===== config.mk =====
export PLATFORM = sky130hd
export DESIGN_NAME = stage_sequencer
export DESIGN_NICKNAME = d
export VERILOG_FILES = /design/src/rtl/seq_pkg.sv /design/src/rtl/seq_watchdog.sv /design/src/rtl/stage_sequencer.sv
export SDC_FILE = /design/constraint.sdc
export NUM_CORES = 1
export LEC_CHECK = 0
export ABC_AREA = 1
export CAP_MARGIN = 20
export CORE_ASPECT_RATIO = 1.2
export CORE_MARGIN = 3
export CORE_UTILIZATION = 48
export CTS_CLUSTER_DIAMETER = 80
export DETAILED_ROUTE_END_ITERATION = 12
export PLACE_DENSITY_LB_ADDON = 0.2
export SLEW_MARGIN = 0
export SYNTH_ARGS = -nofsm -noshare
export SYNTH_HDL_FRONTEND = slang
export SYNTH_HIERARCHICAL = 1
export SYNTH_SLANG_ARGS = --single-unit
export TNS_END_PERCENT = 20

===== constraint.sdc =====
create_clock -name clk -period 2.2 [get_ports clk]
set_input_delay 0.44 -clock clk [delete_from_list [all_inputs] [get_ports clk]]
set_output_delay 0.44 -clock clk [all_outputs]
set_load 0.01 [all_outputs]

===== src/rtl/seq_pkg.sv =====
// Shared types for the stage sequencer: state encoding, error codes and
// helpers mapping each stage-wait state to its expected kick and successor.
package seq_pkg;

   typedef enum logic [3:0] {
      IDLE   = 4'd0,
      LAUNCH = 4'd1,
      S_IF   = 4'd2,
      S_ID   = 4'd3,
      S_EX   = 4'd4,
      S_MEM  = 4'd5,
      S_WB   = 4'd6,
      HALTED = 4'd7,
      ERROR  = 4'd8
   } seq_state_t;

   localparam logic [1:0] ERR_NONE    = 2'd0;
   localparam logic [1:0] ERR_TIMEOUT = 2'd1;
   localparam logic [1:0] ERR_ORDER   = 2'd2;

   localparam int DEFAULT_TIMEOUT_CYCLES = 15;

   // Kick vectors are ordered {WB, MEM, EX, ID, IF}; zero means "not a stage-wait state".
   function automatic logic [4:0] expected_kick(input seq_state_t s);
      case (s)
         S_IF:    return 5'b00001;
         S_ID:    return 5'b00010;
         S_EX:    return 5'b00100;
         S_MEM:   return 5'b01000;
         S_WB:    return 5'b10000;
         default: return 5'b00000;
      endcase
   endfunction

   function automatic seq_state_t next_stage(input seq_state_t s);
      case (s)
         S_IF:    return S_ID;
         S_ID:    return S_EX;
         S_EX:    return S_MEM;
         S_MEM:   return S_WB;
         default: return s;
      endcase
   endfunction

endpackage


===== src/rtl/seq_watchdog.sv =====
// Per-stage watchdog: counts cycles spent in one stage-wait state and flags
// the cycle in which the LIMIT-th consecutive cycle is being spent there.
module seq_watchdog #(
   parameter  int LIMIT = 15,
   localparam int W     = $clog2(LIMIT + 1)
) (
   input  logic         clk,
   input  logic         reset,
   input  logic         clear,
   input  logic         enable,
   input  logic         load,
   input  logic [W-1:0] load_value,
   output logic         limit_hit
);

   logic [W-1:0] count;

   always_ff @(posedge clk or posedge reset) begin
      if (reset) begin
         count <= '0;
      end else if (clear) begin
         count <= '0;
      end else if (load) begin
         count <= load_value;
      end else if (enable && (count != W'(LIMIT))) begin
         count <= count + W'(1);
      end
   end

   // count is 0 in the first cycle of a state, so LIMIT-1 marks the LIMIT-th cycle.
   assign limit_hit = enable && (count == W'(LIMIT - 1));

endmodule


===== src/rtl/stage_sequencer.sv =====
// Central control FSM for the multi-cycle core: launches instructions, follows
// the IF->ID->EX->MEM->WB kick chain, counts retirements, handles run/step/halt.
module stage_sequencer
   import seq_pkg::*;
#(
   parameter int TIMEOUT_CYCLES = DEFAULT_TIMEOUT_CYCLES,
   parameter int RETIRE_W       = 32
) (
   input  logic                clk,
   input  logic                reset,
   input  logic                run,
   input  logic                step,
   input  logic                halt_req,
   input  logic                resume,
   input  logic                clear_err,
   input  logic                IF_kick_up,
   input  logic                ID_kick_up,
   input  logic                EX_kick_up,
   input  logic                MEM_kick_up,
   input  logic                WB_kick_up,
   output logic                start_kick,
   output logic [3:0]          state,
   output logic                busy,
   output logic                halted,
   output logic                err,
   output logic [1:0]          err_code,
   output logic [RETIRE_W-1:0] retire_count
);

   // All control inputs and kicks are single-cycle pulses sampled on the rising
   // clock edge; there is no back-pressure, so a pulse is either consumed or ignored.
   seq_state_t          cur, nxt;
   logic                halt_pending, halt_pending_nxt;
   logic                step_mode, step_mode_nxt;
   logic [1:0]          err_code_q, err_code_nxt;
   logic [RETIRE_W-1:0] retire_q;
   logic                retire_inc;
   logic                start_kick_q;

   logic [4:0] kicks;
   logic [4:0] exp_kick;
   logic       in_stage;
   logic       kick_hit;
   logic       order_err;
   logic       limit_hit;
   logic       timeout;

   assign kicks     = {WB_kick_up, MEM_kick_up, EX_kick_up, ID_kick_up, IF_kick_up};
   assign exp_kick  = expected_kick(cur);
   assign in_stage  = |exp_kick;
   assign kick_hit  = |(kicks & exp_kick);
   assign order_err = in_stage && |(kicks & ~exp_kick);
   assign timeout   = in_stage && limit_hit && !kick_hit;

   seq_watchdog #(.LIMIT(TIMEOUT_CYCLES)) u_wdog (
      .clk        (clk),
      .reset      (reset),
      .clear      (nxt != cur),
      .enable     (in_stage),
      .load       (1'b0),
      .load_value ('0),
      .limit_hit  (limit_hit)
   );

   always_comb begin
      nxt              = cur;
      step_mode_nxt    = step_mode;
      err_code_nxt     = err_code_q;
      retire_inc       = 1'b0;
      halt_pending_nxt = halt_pending;
      if (halt_req && (cur != HALTED) && (cur != ERROR)) begin
         halt_pending_nxt = 1'b1;
      end

      case (cur)
         IDLE: begin
            if (halt_req || halt_pending) begin
               nxt = HALTED;
            end else if (step) begin
               nxt           = LAUNCH;
               step_mode_nxt = 1'b1;
            end else if (run) begin
               nxt           = LAUNCH;
               step_mode_nxt = 1'b0;
            end
         end
         LAUNCH: nxt = S_IF;
         S_IF, S_ID, S_EX, S_MEM, S_WB: begin
            // Protocol error outranks a valid advance, which outranks timeout.
            if (order_err) begin
               nxt          = ERROR;
               err_code_nxt = ERR_ORDER;
            end else if (kick_hit) begin
               if (cur == S_WB) begin
                  retire_inc = 1'b1;
                  if (halt_pending || halt_req) nxt = HALTED;
                  else if (step_mode)           nxt = IDLE;
                  else if (run)                 nxt = LAUNCH;
                  else                          nxt = IDLE;
               end else begin
                  nxt = next_stage(cur);
               end
            end else if (timeout) begin
               nxt          = ERROR;
               err_code_nxt = ERR_TIMEOUT;
            end
         end
         HALTED: if (resume) nxt = IDLE;
         ERROR: begin
            if (clear_err) begin
               nxt          = IDLE;
               err_code_nxt = ERR_NONE;
            end
         end
         default: nxt = IDLE;
      endcase

      // A halt is consumed on entering HALTED; an abandoned instruction drops it.
      if ((nxt == HALTED) || (nxt == ERROR)) begin
         halt_pending_nxt = 1'b0;
      end
   end

   always_ff @(posedge clk or posedge reset) begin
      if (reset) begin
         cur          <= IDLE;
         halt_pending <= 1'b0;
         step_mode    <= 1'b0;
         err_code_q   <= ERR_NONE;
         retire_q     <= '0;
         start_kick_q <= 1'b0;
      end else begin
         cur          <= nxt;
         halt_pending <= halt_pending_nxt;
         step_mode    <= step_mode_nxt;
         err_code_q   <= err_code_nxt;
         if (retire_inc) retire_q <= retire_q + RETIRE_W'(1);
         // Registered while in LAUNCH, so the pulse lands in the first S_IF cycle.
         start_kick_q <= (cur == LAUNCH);
      end
   end

   assign start_kick   = start_kick_q;
   assign state        = cur;
   assign busy         = (cur == LAUNCH) || in_stage;
   assign halted       = (cur == HALTED);
   assign err          = (cur == ERROR);
   assign err_code     = err_code_q;
   assign retire_count = retire_q;

endmodule


==> metrics.csv, run 1 <==
metric,value,unit
Lkg Pwr,2.039,nW
WL per Instance,13.45,um
CP startpoint,state[1],
total track usage,22.63,%
chip width,77.01,um
CTS Buf Count,5,
Worst Path Required,2430,ps
layout cells sized above 1,21.48,%
synth top area cells,"dfrtp_1, nand2_1, xor2_1",
max-slew violation count,0,
row cnt,30,
Worst Skew,16.69,ps
worst reg2reg path startpoint,state[1],
sequential area share after synthesis,38.78,%
f_max,0.4425,GHz
largest net degree at the start of global routing,28,
min cycle time layout,2260,ps
CTS tree,yes,
largest area contributor in the netlist,dfrtp_1,
Overall Power,3.842,mW
placed instance area,3880,um2
Yosys reg bits,45,
clock latency on the worst-skew pair,300,ps
Final Wtd Congestion,0.9271,
most common cell in the netlist,nand2_1,
final hold vios,0,
Setup crit end kind,flop,
number of DRC markers in iteration 0,121,
main flop type after synthesis,dfrtp_1,
core region area,5743,um2
Post-synth EDFFs,0,
fin nets,540,
1st-pass router iterations,4,
hpwl dp,6.067,mm
Worst setup SP type,flop,
I/O pin count,54,
setup ws final,-59.86,ps
initial core utilization,50.57,%
"Reg clk slew, reported paths",90,ps
initial antenna violation count,0,
Overflow after GRT,0,
final core occ,72.94,%
Tcrit/Tclk final,102.7,%
synthesized area,2904,um2
filler cell count in the final layout,455,
crit path kind,flop to flop,
CP arrival,2490,ps
routed vias/inst,5.191,
root buf cell,clkbuf_8,
Finished Layout Cells,606,
clock tree sinks,45,
H-tree levels,2,
outcome,"complete, but fails checks",
number of global-route vias before repair,3085,
drt drc,0,
failing checks,negative setup slack,
DR vias,3146,
P per Cell Area,917.2,nW/um2
IO Port Bufs,53,
die area,7023,um2
Yosys cell types,28,
post-route design area,4189,um2
Yosys warning count,6,
Post-DRT Antenna Nets,0,
Max VDD drop,0.0005998,V
drt total wl,8.151,mm
Synth async-reset ratio,100.0,%
Cell Count Post-Placement,591,
CP max FO,6,
first-pass GRT wire length,12.96,mm
syn avg cell area,7.066,um2
Synth Instances,411,
Max clock buf depth,2,
max cap viols,0,
Die Span Y,91.21,um
Final Setup Violations,4,
top cell type's share of synthesized area,38.78,%
synth cell count leaders,"nand2_1, nor2_1, inv_1",
number of diodes,0,
RSZ-0062 raised after global routing,true,
Worst Hold Class,primary input to async pin,
Layout area overhead,44.25,%
==> layer usage <==
metal / vias up / part of all wire [%] / track usage [%]
met5: - / 0 / 0
li1: 1527 / - / -
met1: 1458 / 38 / 23.47
met2: 127 / 53 / 43.02
met4: 0 / 4.6 / 12.46
met3: 34 / 4.5 / 3.175
==> path summary, 6_finish.rpt <==
path	endpoint	slack [ps]	depth (start not counted)
max	u_wdog/count[0]	-60	17
max in group asynchronous	retire_count[10]	1390	3
max reg2reg	u_wdog/count[0]	-60	17
min in group clk	err_code[1]	500	2
min	u_wdog/count[3]	340	2
min reg2reg	err_code[1]	500	2
==> report_power, final <==
part	total, mW	internal (mW)	switching, mW
sequential	1.15	0.975	0.174
clock	0.659	0.370	0.290
combinational	2.03	0.938	1.10
total	3.84	2.28	1.56
==> per-stage QoR <==
step	TNS [ps]	hold WS, ps	setup slack (ps)
2_1_floorplan	0	206.1	12.40
3_3_place_gp	-618.4	469.1	-167.0
3_5_place_dp	-744.5	476.0	-219.4
4_1_cts	-204.3	345.1	-76.83
5_1_grt	-1335	378.2	-201.1
6_report	-207.6	340.3	-59.86
==> cells in the final DEF, fill, tap and decap left out, drive strengths merged <==
cell / count
a31o: 1
nand3: 37
ha: 3
clkinvlp: 1
clkbuf: 7
o21ai: 15
nor3b: 1
conb: 10
inv: 52
bufinv: 1
nor4: 4
clkdlybuf4s50: 50
dlygate4sd2: 2
buf: 49
dfrtp: 45
nor3: 21
nand2: 121
nand4: 12
or2: 2
nor2: 55
xor2: 26
a21oi: 7
xnor2: 4
==> cell type report <==
type                       count  area (um2)  area share (%)
clock buffer                   6       82.58           1.971
clock inverter                 2       37.54          0.8961
inverter                      52       195.2           4.659
multi-input combinational    319        1729           41.28
sequential                    45        1130           26.97
tap                           80       100.1           2.389
timing repair buffer         102       914.6           21.83
==> state kept, by name, summed over array words and instances (netlist names) <==
register	flops
halt_pending	1
err_code	2
step_mode	1
retire_count	32
u_wdog/count	4
start_kick	1
state	4
==> logic make-up (layout without fill, tap and decap cells) <==
logic type	after synthesis	count (layout)	synth area share [%]
other cells	1	10	0.1291
fa+ha+maj	3	3	1.293
compound gates	23	23	4.868
xor+xnor	30	30	9.048
simple gates	253	253	38.09
buf+inv	56	162	7.798
flops	45	45	38.78
==> timing repair <==
item,4_1_cts,5_1_grt
pin swaps,3,16
resized for setup,8,44
endpoints found under the setup margin,7,27
hold buffers,0,0
setup buffers,0,7
==> worst max-delay path: stages (launching register included) <==
cell and delay [ps]:
dfrtp_2 490, nand2_4 100, nand3_2 90, nand2_4 90
nand2_1 60, nor3_2 120, nand2_2 110, nor3_4 270
nor2_4 80, nand2_2 70, nand2_2 60, nand2_1 70
nand2_1 60, nor2_2 90, nand2_2 90, inv_2 90
nand3_2 80, o21ai_1 140
Power figures use the tool's default switching activity.
==> inputs of run 2 (changes only) <==
ABC_CLOCK_PERIOD_IN_PS = 2200   (was not set)
==> results of run 2 <==
The final DEF is identical to that of run 1; final timing and power are the same.
